`config.mk`:
```
export PLATFORM = sky130hd
export DESIGN_NAME = mem_wb_writeback
export DESIGN_NICKNAME = d
export VERILOG_FILES = /design/src/rtl/wb_pkg.sv /design/src/rtl/mwb_unpack.sv /design/src/rtl/mem_wb_writeback.sv
export SDC_FILE = /design/constraint.sdc
export NUM_CORES = 1
export LEC_CHECK = 0
export CAP_MARGIN = 20
export CORE_AREA = 2 2 126 128
export CTS_BUF_LIST = sky130_fd_sc_hd__clkbuf_4 sky130_fd_sc_hd__clkbuf_8 sky130_fd_sc_hd__clkbuf_16
export DETAILED_ROUTE_END_ITERATION = 12
export DIE_AREA = 0 0 128 130
export GPL_ROUTABILITY_DRIVEN = 0
export GPL_TIMING_DRIVEN = 0
export PLACE_DENSITY = 0.69
export SLEW_MARGIN = 0
export SYNTH_ARGS = -nofsm -noshare
export SYNTH_HDL_FRONTEND = slang
export SYNTH_SLANG_ARGS = --single-unit
```
`constraint.sdc`:
```
create_clock -name clock -period 2.65 [get_ports clock]
set_input_delay 0.795 -clock clock [delete_from_list [all_inputs] [get_ports clock]]
set_output_delay 0.795 -clock clock [all_outputs]
set_load 0.05 [all_outputs]
```
`src/rtl/wb_pkg.sv`:
```
// Shared definitions for the MEM/WB writeback stage: bus field offsets,
// FSM state encoding and the hold-buffer entry layout.
package wb_pkg;

   localparam int unsigned MWB_W    = 71;
   localparam int unsigned XLEN     = 32;
   localparam int unsigned REG_W    = 5;

   localparam int unsigned WB_BIT   = 70;
   localparam int unsigned CALL_BIT = 69;
   localparam int unsigned PC_MSB   = 68;
   localparam int unsigned PC_LSB   = 37;
   localparam int unsigned LD_MSB   = 36;
   localparam int unsigned LD_LSB   = 5;
   localparam int unsigned RD_MSB   = 4;
   localparam int unsigned RD_LSB   = 0;

   typedef enum logic {
      PASS = 1'b0,
      HOLD = 1'b1
   } wb_state_e;

   // A deferred pipeline write waiting for the RF port.
   typedef struct packed {
      logic [REG_W-1:0] rd;
      logic [XLEN-1:0]  data;
   } wb_entry_t;

endpackage

```
`src/rtl/mwb_unpack.sv`:
```
// Combinational unpack of the MEM/WB bus into write-enable, destination index
// and write data (link address for calls, load/ALU result otherwise).
module mwb_unpack
   import wb_pkg::*;
#(
   parameter int unsigned LINK_OFFSET = 4
) (
   input  logic [MWB_W-1:0] bus_i,
   output logic             is_write_o,
   output logic [REG_W-1:0] rd_o,
   output logic [XLEN-1:0]  wdata_o
);

   logic            wb_flag;
   logic            is_call;
   logic [XLEN-1:0] pc;
   logic [XLEN-1:0] load_data;

   assign wb_flag   = bus_i[WB_BIT];
   assign is_call   = bus_i[CALL_BIT];
   assign pc        = bus_i[PC_MSB:PC_LSB];
   assign load_data = bus_i[LD_MSB:LD_LSB];
   assign rd_o      = bus_i[RD_MSB:RD_LSB];

   // x0 is hardwired, so a write to it is no write at all.
   assign is_write_o = wb_flag && (rd_o != '0);
   assign wdata_o    = is_call ? (pc + XLEN'(LINK_OFFSET)) : load_data;

endmodule

```
`src/rtl/mem_wb_writeback.sv`:
```
// MEM/WB consumer: drives the single RF write port, arbitrating pipeline beats
// against debug writes via a one-entry hold buffer. Optional macro WB_FWD_EN
// adds EX-stage bypass outputs.
module mem_wb_writeback
   import wb_pkg::*;
#(
   parameter int unsigned LINK_OFFSET = 4,
   parameter int unsigned CNT_W       = 32
) (
   input  logic               clock,
   input  logic               reset,
   input  logic [MWB_W-1:0]   M_WB_register,
   input  logic               mwb_valid,
   output logic               mwb_ready,
   input  logic               dbg_we,
   input  logic [REG_W-1:0]   dbg_addr,
   input  logic [XLEN-1:0]    dbg_data,
   output logic               rf_we,
   output logic [REG_W-1:0]   rf_waddr,
   output logic [XLEN-1:0]    rf_wdata,
   output logic [CNT_W-1:0]   retired_count
`ifdef WB_FWD_EN
   ,
   output logic               fwd_valid,
   output logic [REG_W-1:0]   fwd_rd,
   output logic [XLEN-1:0]    fwd_data
`endif
);

   wb_state_e        state_q;
   wb_entry_t        hold_q;
   logic             rf_we_q;
   logic [REG_W-1:0] rf_waddr_q;
   logic [XLEN-1:0]  rf_wdata_q;
   logic [CNT_W-1:0] cnt_q;
   logic             fwd_valid_q;

   logic             beat_write;
   logic [REG_W-1:0] beat_rd;
   logic [XLEN-1:0]  beat_wdata;
   logic             accept;

   mwb_unpack #(
      .LINK_OFFSET (LINK_OFFSET)
   ) u_unpack (
      .bus_i      (M_WB_register),
      .is_write_o (beat_write),
      .rd_o       (beat_rd),
      .wdata_o    (beat_wdata)
   );

   // Ready is a pure decode of the state register: high only while the hold is empty.
   assign mwb_ready = (state_q == PASS);
   assign accept    = mwb_valid && mwb_ready;

   // Arbitration FSM, hold buffer, RF port registers and retire counter.
   always_ff @(posedge clock) begin
      if (reset) begin
         state_q     <= PASS;
         hold_q      <= '0;
         rf_we_q     <= 1'b0;
         rf_waddr_q  <= '0;
         rf_wdata_q  <= '0;
         cnt_q       <= '0;
         fwd_valid_q <= 1'b0;
      end else begin
         fwd_valid_q <= 1'b0;
         if (accept) begin
            cnt_q <= cnt_q + CNT_W'(1);
         end

         if (dbg_we) begin
            // Debug always wins; a debug write to x0 still consumes the port.
            rf_we_q    <= (dbg_addr != '0);
            rf_waddr_q <= dbg_addr;
            rf_wdata_q <= dbg_data;
            if (state_q == PASS && accept && beat_write) begin
               hold_q  <= '{rd: beat_rd, data: beat_wdata};
               state_q <= HOLD;
            end
         end else if (state_q == HOLD) begin
            rf_we_q     <= 1'b1;
            rf_waddr_q  <= hold_q.rd;
            rf_wdata_q  <= hold_q.data;
            fwd_valid_q <= 1'b1;
            state_q     <= PASS;
         end else if (accept) begin
            rf_we_q     <= beat_write;
            rf_waddr_q  <= beat_rd;
            rf_wdata_q  <= beat_wdata;
            fwd_valid_q <= beat_write;
         end else begin
            rf_we_q <= 1'b0;
         end
      end
   end

   assign rf_we         = rf_we_q;
   assign rf_waddr      = rf_waddr_q;
   assign rf_wdata      = rf_wdata_q;
   assign retired_count = cnt_q;

`ifdef WB_FWD_EN
   assign fwd_valid = fwd_valid_q;
   assign fwd_rd    = rf_waddr_q;
   assign fwd_data  = rf_wdata_q;
`else
   logic unused_fwd;
   assign unused_fwd = fwd_valid_q;
`endif

endmodule

```
==> results of run 1 <==
==> power breakdown <==
part | switching, W | internal [W]
clock network | 0.000661 | 0.000673
registers | 0.0000452 | 0.00169
logic | 0.000560 | 0.000378
==> kinds of logic after synthesis <==
family / synth area share
mux: 0.04545
fa+ha+maj: 0.004189
simple gates: 0.2562
xor+xnor: 0.04985
flops: 0.3620
buf+inv: 0.05718
compound gates: 0.2252
==> worst max-delay path by stage <==
stage	startpoint	endpoint	slack [ns]	cells after the start
after floorplan	M_WB_register[46]	rf_wdata[31]$_SDFFE_PP0P_	0.15	6
after global placement	M_WB_register[45]	rf_wdata[28]$_SDFFE_PP0P_	-0.80	7
after detailed placement	M_WB_register[45]	rf_wdata[28]$_SDFFE_PP0P_	-0.81	7
after CTS	M_WB_register[53]	rf_wdata[29]$_SDFFE_PP0P_	0.001	7
after global routing	M_WB_register[43]	hold_q[14]$_SDFFE_PP0P_	0.0003	7
final	M_WB_register[1]	hold_q[20]$_SDFFE_PP0P_	0.07	6
==> registers in the layout (all words and copies together), names as in the netlist <==
register / count
state_q: 1
rf_waddr: 5
rf_wdata: 32
hold_q: 37
rf_we: 1
retired_count: 32
==> timing repair <==
action / 4_1_cts / 5_1_grt
setup buffers: 2 / 0
resized for setup: 50 / 36
pin swaps: 5 / 2
hold buffers: 0 / 0
gates cloned: 0 / 0
setup endpoints to repair: 62 / 67
==> critical path, delay by kind of cell <==
kind	cells	cell delay, ns
and+or+nand+nor	2	0.93
AOI/OAI and AO/OA	3	0.66
buffers and inverters	1	0.46
==> metal layers <==
metal,vias up,GRT usage,wire [µm]
met5,-,0,0
met4,0,0.1241,912
met3,58,0.04756,1683
met2,328,0.4294,10270
met1,3106,0.3510,9580
li1,3170,-,-
==> cell type report <==
cell class / instances / area share
buffer: 55 / 0.03410
clock buffer: 10 / 0.02795
clock inverter: 6 / 0.005415
inverter: 18 / 0.007903
multi-input combinational: 573 / 0.4328
sequential: 108 / 0.2529
tap: 192 / 0.02810
timing repair buffer: 182 / 0.2109
==> metrics by stage <==
stage	hold slack (ns)	util
2_1_floorplan	0.4254	-
3_3_place_gp	0.4406	0.5196
3_5_place_dp	0.4484	0.5196
4_1_cts	0.4585	0.5470
5_1_grt	0.4747	0.5543
6_report	0.4572	0.5543
==> cell usage in the layout (no fill, tap or decap), types with 5 or more instances in the layout <==
master / n
mux2i_1: 24
clkbuf_2: 9
a22oi_1: 14
dlygate4sd2_1: 15
nor2_1: 80
clkbuf_1: 27
o32ai_1: 7
dfxtp_1: 108
and3_1: 7
xor2_1: 7
or4_4: 6
xnor2_1: 27
a311oi_1: 8
nor3_1: 17
clkbuf_16: 9
and4_1: 6
a21oi_1: 70
o22ai_1: 8
nor4_1: 16
nand3_1: 21
clkdlybuf4s50_1: 159
a211oi_1: 8
nor3b_1: 8
or4_1: 5
nand4_1: 13
nor4_2: 5
nand2_1: 78
buf_6: 5
o31ai_1: 8
inv_1: 16
buf_4: 6
o21ai_0: 28
or3_1: 10
==> flow_summary.json, run 1 <==
{
  "slowest_stage": "or4_1",
  "cts_tree": "yes",
  "num_antenna_cells": 0,
  "r2r-end": "rf_waddr[0]$_SDFFE_PP0P_",
  "portBuffers": 180,
  "power_density_nw_per_um2": 469.1,
  "r2r_setup_slack_ns": 0.36,
  "grt_pass1_wl_um": 34390,
  "ys_ff_latch": 108,
  "dieArea_um2": 16640,
  "tightest_slew_ns": 0.7587,
  "crit_arrival_ns": 2.84,
  "placementRows": 46,
  "grt_max_degree": 20,
  "h-tree-depth": 3,
  "drc": 0,
  "yosys-top-cells-count": "dfxtp_1 (108), nor2_1 (80), nand2_1 (79)",
  "start_util": 0.3872,
  "worstSetupPathType": "input pin to register",
  "crit_path_start_kind": "input pin",
  "slew_violations": 0,
  "synth_nets": 871,
  "num-nets-final": 1061,
  "final_cell_count_no_fill": 1144,
  "reg2reg_depth": 6,
  "synth_edf_count": 0,
  "die_h_um": 130,
  "synth_top_cell_by_area": "dfxtp_1",
  "synthArstFlopShare": 0,
  "path_cells": "clkdlybuf4s50_1 > or4_1 > o2111a_2 > nand2_1 > a311oi_1 > a31o_1",
  "avgSynthCellArea_um2": 7.891,
  "insertion_delay_ns": 0.36,
  "cp-end-kind": "register",
  "min_to": "hold_q[29]$_SDFFE_PP0P_",
  "synth_flop_cell": "dfxtp_1",
  "cts.sinks": 108,
  "critPathRequiredTime_ns": 2.91,
  "via_per_inst": 5.823,
  "dp_hpwl_um": 17120,
  "fin_area_um2": 8549,
  "cap_violations": 0,
  "drt_iter0_markers": 652,
  "fin_crit_sh": 0.9744,
  "fin_ws_ns": 0.06796,
  "fin_worst_skew_ns": 0.01148,
  "p_leak_nw": 2.953,
  "slew_headroom": 0.4942,
  "synth.cell_area_um2": 5973,
  "yosysMostFrequentCell": "dfxtp_1",
  "cp_slowest_stage_delay_ns": 0.64,
  "clk_pin_slew_worst_paths_ns": 0.07,
  "wirelength_um": 22440,
  "drtAntennaViolNets": 0,
  "gr-usage-all-layers": 0.2671,
  "power.total_w": 0.004011,
  "status": "finished, final reports clean",
  "min_path_cells": 2,
  "vdd_drop_max_mv": 0.3704,
  "ios": 183,
  "regArea_um2": 2162,
  "fmax_mhz": 387.3,
  "grt_pass1_vias": 6303,
  "post-route-min-period_ns": 2.582,
  "critPathMaxFanout": 8,
  "grt_overflow": 0,
  "multiInputGateArea_um2": 3700,
  "synth_warnings": 0,
  "hold_start": "hold_q[29]$_SDFFE_PP0P_",
  "holdCritPathClass": "register to register",
  "rsz0062_at_grt": "no",
  "drt_pass1_iterations": 5,
  "antenna_found_initial": 0,
  "core_area_um2": 15420,
  "r2r-start": "state_q$_SDFFE_PP0P_",
  "seq_area_frac_synth": 0.3620,
  "vias": 6662,
  "yosysUniqueCellTypes": 69,
  "synth_top_area_share": 0.3620,
  "dpl.cell_count": 1129,
  "numCtsBuffers": 9,
  "fillCellCount": 1459,
  "dpl_worst_slack_ns": -0.8055,
  "yosys-top-cells-area": "dfxtp_1 (36%), a21oi_1 (5.9%), nor2_1 (5.0%)",
  "cts.path.max_buffers": 2,
  "tns_ns": 0,
  "syn_inst": 757,
  "syn_to_final_growth_pct": 43.13,
  "post_dp_cell_area_um2": 8015,
  "drive_gt1_frac": 0.09349,
  "hold_viol": 0,
  "chipWidth_um": 128,
  "wl_per_cell_um": 19.62,
  "setup_violations": 0,
  "cts_root_buffer": "clkbuf_16"
}
Note: power is estimated with default switching activity, not from simulation.
==> run 2: changes to the inputs <==
==> constraint.sdc (replaced) <==
create_clock -name clock -period 2.72 [get_ports clock]
set_input_delay 0.816 -clock clock [delete_from_list [all_inputs] [get_ports clock]]
set_output_delay 0.816 -clock clock [all_outputs]
set_load 0.05 [all_outputs]
==> flow_summary.json, run 2 (synthesis results as in run 1) <==
{
  "regArea_um2": 2162,
  "via_per_inst": 5.843,
  "grt_overflow": 0,
  "vias": 6684,
  "ios": 183,
  "status": "finished, final reports clean",
  "chipWidth_um": 128,
  "power_density_nw_per_um2": 458.0,
  "die_h_um": 130,
  "gr-usage-all-layers": 0.2670,
  "start_util": 0.3872,
  "drive_gt1_frac": 0.09034,
  "rsz0062_at_grt": "yes",
  "wl_per_cell_um": 19.51,
  "clk_pin_slew_worst_paths_ns": 0.07,
  "post-route-min-period_ns": 2.705,
  "grt_max_degree": 20,
  "reg2reg_depth": 6,
  "critPathLaunch": "M_WB_register[55]",
  "dieArea_um2": 16640,
  "cap_violations": 0,
  "dp_hpwl_um": 17120,
  "core_area_um2": 15420,
  "crit_path_start_kind": "input pin",
  "r2r-end": "rf_wdata[17]$_SDFFE_PP0P_",
  "setup_violations": 0,
  "min_path_cells": 2,
  "tightest_slew_ns": 0.7264,
  "holdCritPathClass": "register to register",
  "drt_iter0_markers": 665,
  "post_dp_cell_area_um2": 8015,
  "drtAntennaViolNets": 0,
  "critPathMaxFanout": 8,
  "slew_violations": 0,
  "crit_arrival_ns": 2.92,
  "fillCellCount": 1460,
  "r2r_setup_slack_ns": 0.43,
  "drt_pass1_iterations": 6,
  "multiInputGateArea_um2": 3671,
  "num-nets-final": 1061,
  "portBuffers": 180,
  "fin_worst_skew_ns": 0.01473,
  "cts_tree": "yes",
  "cts.path.max_buffers": 2,
  "worstSetupPathType": "input pin to register",
  "vdd_drop_max_mv": 0.3600,
  "fin_crit_sh": 0.9946,
  "min_to": "hold_q[29]$_SDFFE_PP0P_",
  "r2r-start": "state_q$_SDFFE_PP0P_",
  "ctsHoldBuffers": 0,
  "layout_commonest_cell": "clkdlybuf4s50_1",
  "hold_viol": 0,
  "syn_to_final_growth_pct": 42.75,
  "slew_headroom": 0.5157,
  "drc": 0,
  "grt_pass1_wl_um": 34380,
  "largest_reg_flops": 37,
  "regMostFlops": "hold_q",
  "fmax_mhz": 369.6,
  "placementRows": 46,
  "p_leak_nw": 2.940,
  "antenna_found_initial": 0,
  "num_antenna_cells": 0,
  "wirelength_um": 22320,
  "final_cell_mix": "clkdlybuf4s50_1 (161), dfxtp_1 (108), nor2_1 (80)",
  "tns_ns": 0,
  "cts_root_buffer": "clkbuf_16",
  "numCtsBuffers": 9,
  "cp-end-kind": "register",
  "insertion_delay_ns": 0.37,
  "h-tree-depth": 3,
  "hold_start": "hold_q[29]$_SDFFE_PP0P_",
  "hold_ws_ns": 0.4565,
  "fin_area_um2": 8527,
  "critPathRequiredTime_ns": 2.93,
  "cts.sinks": 108,
  "grt_pass1_vias": 6286
}
-- run 2: changes by cell type in the layout (fill, tap and decap cells not counted), sizes merged --
cell / change
clkbuf: -1
clkdlybuf4s15: -1
dlygate4sd2: -2
clkdlybuf4s50: +2
dlymetal6s2s: +2
-- run 2: worst max path at each step --
| stage | endpoint | slack, ns | cells past startpoint |
|---|---|---|---|
| floorplan | rf_wdata[31]$_SDFFE_PP0P_ | 0.20 | 6 |
| detailed placement | rf_wdata[28]$_SDFFE_PP0P_ | -0.76 | 7 |
| CTS | rf_wdata[30]$_SDFFE_PP0P_ | 0.002 | 8 |
| finish | rf_wdata[28]$_SDFFE_PP0P_ | 0.01 | 7 |
| global placement | rf_wdata[28]$_SDFFE_PP0P_ | -0.75 | 7 |
| global route | rf_wdata[25]$_SDFFE_PP0P_ | -0.05 | 6 |
-- run 2: final cells by class --
type                       instances  area share
clock buffer                      10     0.02803
tap                              192     0.02817
timing repair buffer             182      0.2129
inverter                          18    0.007924
sequential                       108      0.2536
multi-input combinational        573      0.4305
clock inverter                     6    0.005429
buffer                            55     0.03346
-- run 2: layer usage --
metal / track usage / vias to the layer above / wire [µm]
li1: - / 3172 / -
met1: 0.3503 / 3113 / 9476
met2: 0.4288 / 337 / 10180
met3: 0.04879 / 62 / 1727
met4: 0.1241 / 0 / 936
met5: 0 / - / 0
-- run 2: metrics by stage --
stage	cells	worst slack, ns	power (W)	utilization
3_3_place_gp	1129	-0.7480	0.002605	0.5196
6_report	1144	0.01473	0.003905	0.5528
3_5_place_dp	1129	-0.7565	0.002610	0.5196
2_1_floorplan	757	0.2006	0.002190	-
4_1_cts	1145	0.002097	0.003901	0.5460
5_1_grt	1144	-0.04965	0.004034	0.5528
-- run 2: critical path, stage by stage --
cell and delay (ns):
clkdlybuf4s50_1 0.58, nand3_1 0.09, or4_4 0.42, buf_6 0.16, or4_4 0.49, a31oi_4 0.26
o22ai_1 0.10
-- run 2: timing repair --
| action | 4_1_cts | 5_1_grt |
|---|---|---|
| buffers inserted | 2 | 0 |
| resized for setup | 39 | 39 |
| hold endpoints to repair | 0 | 0 |
| setup endpoints to repair | 60 | 65 |
| pin swaps | 6 | 3 |
| cloned | 0 | 0 |
-- run 2: power by group --
group	total [W]	internal (W)	switching [W]	leakage, nW
clock network	0.00130	0.000656	0.000642	0.141
registers	0.00169	0.00165	0.0000442	0.882
logic	0.000913	0.000370	0.000543	1.92
